===== src/rtl/subword_store_sequencer_pkg.sv =====
// rtl/subword_store_sequencer_pkg.sv - shared opcodes, sequencer state type and lane-width helper
package subword_store_sequencer_pkg;

  localparam logic [5:0] OP_SB = 6'b101000;
  localparam logic [5:0] OP_SH = 6'b101001;
  localparam logic [5:0] OP_SW = 6'b101011;

  typedef enum logic [1:0] {
    IDLE  = 2'd0,
    READ  = 2'd1,
    MERGE = 2'd2,
    WRITE = 2'd3
  } state_t;

  // Width of the byte-lane index within one memory word.
  function automatic int lane_bits(input int data_w);
    return $clog2(data_w / 8);
  endfunction

endpackage


===== src/rtl/subword_store_sequencer_lane_merge.sv =====
// rtl/subword_store_sequencer_lane_merge.sv - replaces one little-endian byte or halfword lane of a word
module lane_merge
  import subword_store_sequencer_pkg::*;
#(
  parameter int DATA_W = 32,
  localparam int LANE_W = lane_bits(DATA_W)
) (
  input  logic [DATA_W-1:0] word,
  input  logic [15:0]       data,
  input  logic [LANE_W-1:0] lane,
  input  logic              is_half,
  output logic [DATA_W-1:0] merged
);

  // Halfword lanes ignore lane[0]; the caller rejects odd halfword addresses.
  always_comb begin
    merged = word;
    if (is_half) begin
      merged[{lane[LANE_W-1:1], 4'b0000} +: 16] = data;
    end else begin
      merged[{lane, 3'b000} +: 8] = data[7:0];
    end
  end

endmodule


===== src/rtl/subword_store_sequencer.sv =====
// rtl/subword_store_sequencer.sv - read-modify-write sequencer for SB/SH stores, direct write for SW
module subword_store_sequencer
  import subword_store_sequencer_pkg::*;
#(
  parameter int DATA_W = 32,
  parameter int ADDR_W = 32
) (
  input  logic              clk,
  input  logic              reset,
  input  logic              clk_enable,
  input  logic              instr_valid,
  input  logic [5:0]        opcode,
  input  logic [ADDR_W-1:0] addr,
  input  logic [DATA_W-1:0] store_data,
  output logic              stall,
  output logic              mem_read,
  output logic              mem_write,
  output logic [ADDR_W-1:0] mem_addr,
  output logic [DATA_W-1:0] mem_writedata,
  input  logic [DATA_W-1:0] mem_readdata,
  input  logic              mem_waitrequest,
  output logic              align_err
);

  localparam int LANE_W = lane_bits(DATA_W);

  state_t            state;
  state_t            state_next;
  logic [LANE_W-1:0] lane_q;
  logic              is_half_q;
  logic [15:0]       data_q;
  logic [DATA_W-1:0] merged;
  logic              misaligned;
  logic              accept_sub;
  logic              accept_sw;

  always_comb begin
    misaligned = instr_valid && (opcode == OP_SH) && addr[0];
    accept_sub = instr_valid && ((opcode == OP_SB) || (opcode == OP_SH)) && !misaligned;
    accept_sw  = instr_valid && (opcode == OP_SW);
  end

  always_ff @(posedge clk or posedge reset) begin
    if (reset) begin
      state <= IDLE;
    end else if (clk_enable) begin
      state <= state_next;
    end
  end

  always_comb begin
    state_next = state;
    case (state)
      IDLE: begin
        if (accept_sw) begin
          state_next = WRITE;
        end else if (accept_sub) begin
          state_next = READ;
        end
      end
      READ:    if (!mem_waitrequest) state_next = MERGE;
      MERGE:   state_next = WRITE;
      WRITE:   if (!mem_waitrequest) state_next = IDLE;
      default: state_next = IDLE;
    endcase
  end

  // stall is released in the completing WRITE cycle so the pipeline restarts without a bubble.
  always_comb begin
    stall = 1'b0;
    if (!reset) begin
      case (state)
        IDLE:    stall = accept_sub || accept_sw;
        WRITE:   stall = mem_waitrequest;
        default: stall = 1'b1;
      endcase
    end
  end

  lane_merge #(
    .DATA_W(DATA_W)
  ) u_lane_merge (
    .word    (mem_writedata),
    .data    (data_q),
    .lane    (lane_q),
    .is_half (is_half_q),
    .merged  (merged)
  );

  // Strobes are registered off the next state, so they drop with reset and never overlap.
  always_ff @(posedge clk or posedge reset) begin
    if (reset) begin
      mem_read      <= 1'b0;
      mem_write     <= 1'b0;
      align_err     <= 1'b0;
      mem_addr      <= '0;
      mem_writedata <= '0;
      lane_q        <= '0;
      is_half_q     <= 1'b0;
      data_q        <= '0;
    end else if (clk_enable) begin
      mem_read  <= (state_next == READ);
      mem_write <= (state_next == WRITE);
      align_err <= (state == IDLE) && misaligned;
      case (state)
        IDLE: begin
          if (accept_sub || accept_sw) begin
            mem_addr      <= {addr[ADDR_W-1:LANE_W], {LANE_W{1'b0}}};
            lane_q        <= addr[LANE_W-1:0];
            is_half_q     <= (opcode == OP_SH);
            data_q        <= store_data[15:0];
            mem_writedata <= store_data;
          end
        end
        READ:    if (!mem_waitrequest) mem_writedata <= mem_readdata;
        MERGE:   mem_writedata <= merged;
        default: ;
      endcase
    end
  end

endmodule


===== config.mk =====
export PLATFORM = sky130hd
export DESIGN_NAME = subword_store_sequencer
export DESIGN_NICKNAME = d
export VERILOG_FILES = /design/src/rtl/subword_store_sequencer_pkg.sv /design/src/rtl/subword_store_sequencer_lane_merge.sv /design/src/rtl/subword_store_sequencer.sv
export SDC_FILE = /design/constraint.sdc
export NUM_CORES = 1
export LEC_CHECK = 0
export CORE_MARGIN = 5
export CORE_UTILIZATION = 50
export CTS_BUF_LIST = sky130_fd_sc_hd__clkbuf_8 sky130_fd_sc_hd__clkbuf_16
export CTS_CLUSTER_SIZE = 25
export DETAILED_ROUTE_END_ITERATION = 6
export HOLD_SLACK_MARGIN = 0.03
export PLACE_DENSITY = 0.92
export SYNTH_ARGS = -nofsm -noshare
export SYNTH_HDL_FRONTEND = slang
export SYNTH_SLANG_ARGS = --single-unit

===== constraint.sdc =====
create_clock -name clk -period 5.47 [get_ports clk]
set_clock_uncertainty 0.15 [all_clocks]
set_input_delay 1.094 -clock clk [delete_from_list [all_inputs] [get_ports clk]]
set_output_delay 1.094 -clock clk [all_outputs]
set_load 0.005 [all_outputs]

==> results_dict.tcl <==
set metrics [dict create \
    synth_top_flop_cell "dfrtp_1" \
    place.gp.congestion 0.940 \
    yosysMostFrequentCell "dfrtp_1" \
    worstPathRequired_ps 4230 \
    stdcell_count 787 \
    grt_overflow 0 \
    layout-drive-gt1-share_pct 15.4 \
    fin_util_pct 69.6 \
    critical_path_class "primary input to output pin" \
    synthDistinctLibCells 43 \
    clock.fmax_mhz 240 \
    setup_viol_count_final 0 \
    ctsResizeCount 0 \
    crit_path_start_kind "primary input" \
    syn_to_final_growth_pct 37.3 \
    place_area_um2 6900 \
    postRouteAntennaNets 0 \
    status "completed" \
    viasPerCell 5.92 \
    worstHoldPathType "register to register" \
    root_buffer "clkbuf_8" \
    grt_pass1_vias 4821 \
    p_leak_nw 3.08 \
    core_um2 10200 \
    initial_core_util_pct 50.7 \
    wire_per_inst_um 19.9 \
    setup_ws_ps 1310 \
    cts_buffers 9 \
    cts_setup_buffers 0 \
    synth.area.top_cells "dfrtp_1, mux2_2, nand2_1" \
    worst_pin_slew_ps 863 \
    register_area_um2 2150 \
    crit_fanout 5 \
    holdWs_ps 344 \
    dp_hpwl_um 11000 \
    critPathCaptureType "output pin" \
    relSlewSlack_pct 42.4 \
    clkTransAtPathRegs_ps 80 \
    io_buffer_count 172 \
    post-route-min-period_ps 4160 \
    ys_warn_count 0 \
    yosysTopAreaCell "dfrtp_1" \
    fin_tns_setup_ps 0 \
    slew_violations 0 \
    dpl.cell_count 772 \
    clockBufferDepth 2 \
    synthCells 498 \
    clock-sinks 86 \
    avgSynthCellArea_um2 10.4 \
    rsz0062_at_grt "false" \
    io_pins 175 \
    worstSkewPairLatency_ps 360 \
    async_flop_share_pct 100 \
    synth_seq_area_share_pct 41.7 \
    fillers 753 \
    cts-htree-levels 3 \
    first_pass_iters 5 \
    die_h_um 112 \
    n_antenna_cell 0 \
    ctsHoldBuffers 0 \
    num_rows 37 \
    grt_max_degree 65 \
    power_density_nw_per_um2 453 \
    drv_cap 0 \
    drtIter0Drc 317 \
    synth_edf_count 0 \
    finalHoldViolCount 0 \
    track_usage_pct 24.7 \
    die_area_um2 12500 \
    peakVddDrop_mv 0.405 \
    cts_tree "done" \
    pre_cts_ws_ps 1330 \
    yosysTopAreaCellShare_pct 41.7 \
    fin_crit_sh_pct 76.1 \
    antenna_found_initial 0 \
    multiInputGateArea_um2 2750 \
    vias 4657 \
    synth_common_cells "dfrtp_1, nand2_1, mux2_2, nor2_1, mux2i_1" \
    ys_ff_latch 86 \
    p_total_mw 3.22 \
    syn_area_um2 5170 \
    drc 0 \
    layout.nets 764 \
    wl_um 15600 \
    grt_pass1_wl_um 24900 \
    die_w_um 112 \
    crit_arrival_ps 2920 \
    postLayoutCellArea_um2 7090 \
]
path summary, 6_finish.rpt:
check	startpoint	to	slack, ps	cells past startpoint
max in group asynchronous	reset	state[0]$_DFFE_PP0P_	3000	3
min in group asynchronous	reset	mem_addr[25]$_DFFE_PP0P_	1130	2
setup / recovery	opcode[2]	stall	1310	7
setup reg to reg	state[1]$_DFFE_PP0P_	data_q[12]$_DFFE_PP0P_	2700	6
hold reg to reg	mem_addr[7]$_DFFE_PP0P_	mem_addr[7]$_DFFE_PP0P_	340	1
hold / removal	mem_addr[7]$_DFFE_PP0P_	mem_addr[7]$_DFFE_PP0P_	340	1
report_power, final:
group	leakage [nW]	switching, mW	internal (mW)
combinational	1.85	0.901	0.838
sequential	1.13	0.214	0.822
clock	0.0993	0.224	0.218
cell type report:
class,instances,area share [%]
inverters,13,0.706
flip-flops and latches,86,30.3
clock inverters,5,0.723
well taps,136,2.40
multi-input cells,357,38.8
clock buffers,10,1.94
repair buffers,180,25.1
sequential cells by signal, indices dropped and copies added (netlist names):
signal / count
mem_write: 1
is_half_q: 1
data_q: 16
lane_q: 2
mem_read: 1
state: 2
align_err: 1
mem_writedata: 32
mem_addr: 30
metal layers:
metal | part of all wire [%] | GRT usage [%]
met5 | 0 | 0
met4 | 2.2 | 8.92
met3 | 9.3 | 7.55
met2 | 48 | 40.7
met1 | 40 | 30.7
cells in the final DEF (no fill, tap or decap), types with 2 or more instances in the layout:
| cell type | Yosys | final |
|---|---|---|
| inv_1 | 12 | 12 |
| clkdlybuf4s50_1 | 0 | 172 |
| nand3b_1 | 2 | 2 |
| dfrtp_1 | 86 | 86 |
| o31ai_1 | 2 | 2 |
| clkbuf_8 | 0 | 10 |
| a31oi_1 | 9 | 9 |
| a21oi_1 | 9 | 9 |
| mux2_1 | 4 | 4 |
| buf_4 | 4 | 8 |
| mux2_2 | 44 | 44 |
| ha_1 | 10 | 9 |
| nand3_1 | 5 | 5 |
| conb_1 | 1 | 2 |
| a21o_1 | 17 | 17 |
| nand2_1 | 77 | 77 |
| o21ai_0 | 4 | 4 |
| o211ai_1 | 2 | 2 |
| nand2b_1 | 3 | 3 |
| nor2b_1 | 7 | 7 |
| a311o_1 | 7 | 7 |
| a211oi_2 | 12 | 12 |
| nor2_1 | 36 | 36 |
| a221o_1 | 24 | 23 |
| nor3b_1 | 7 | 7 |
| clkinv_2 | 0 | 3 |
| o22ai_1 | 2 | 2 |
| o31ai_2 | 16 | 16 |
| mux2i_1 | 25 | 25 |
| a32o_1 | 2 | 2 |
| a211oi_1 | 4 | 4 |
| a32oi_1 | 16 | 16 |
kinds of logic after synthesis:
kind of cell / share of synthesized area, %
and+or+nand+nor: 12.7
AOI/OAI and AO/OA: 22.5
DFF: 41.7
muxes: 15.3
buffers and inverters: 5.38
adders and majority gates: 2.42
other: 0.0726
critical path, cell delays in order:
cell and delay (ps):
clkdlybuf4s50_1 440, and4bb_2 370, nand2_1 140, nor2_1 160, a211oi_1 60, nor2_1 120
clkdlybuf4s50_1 520
Note: power is estimated with default switching activity, not from simulation.
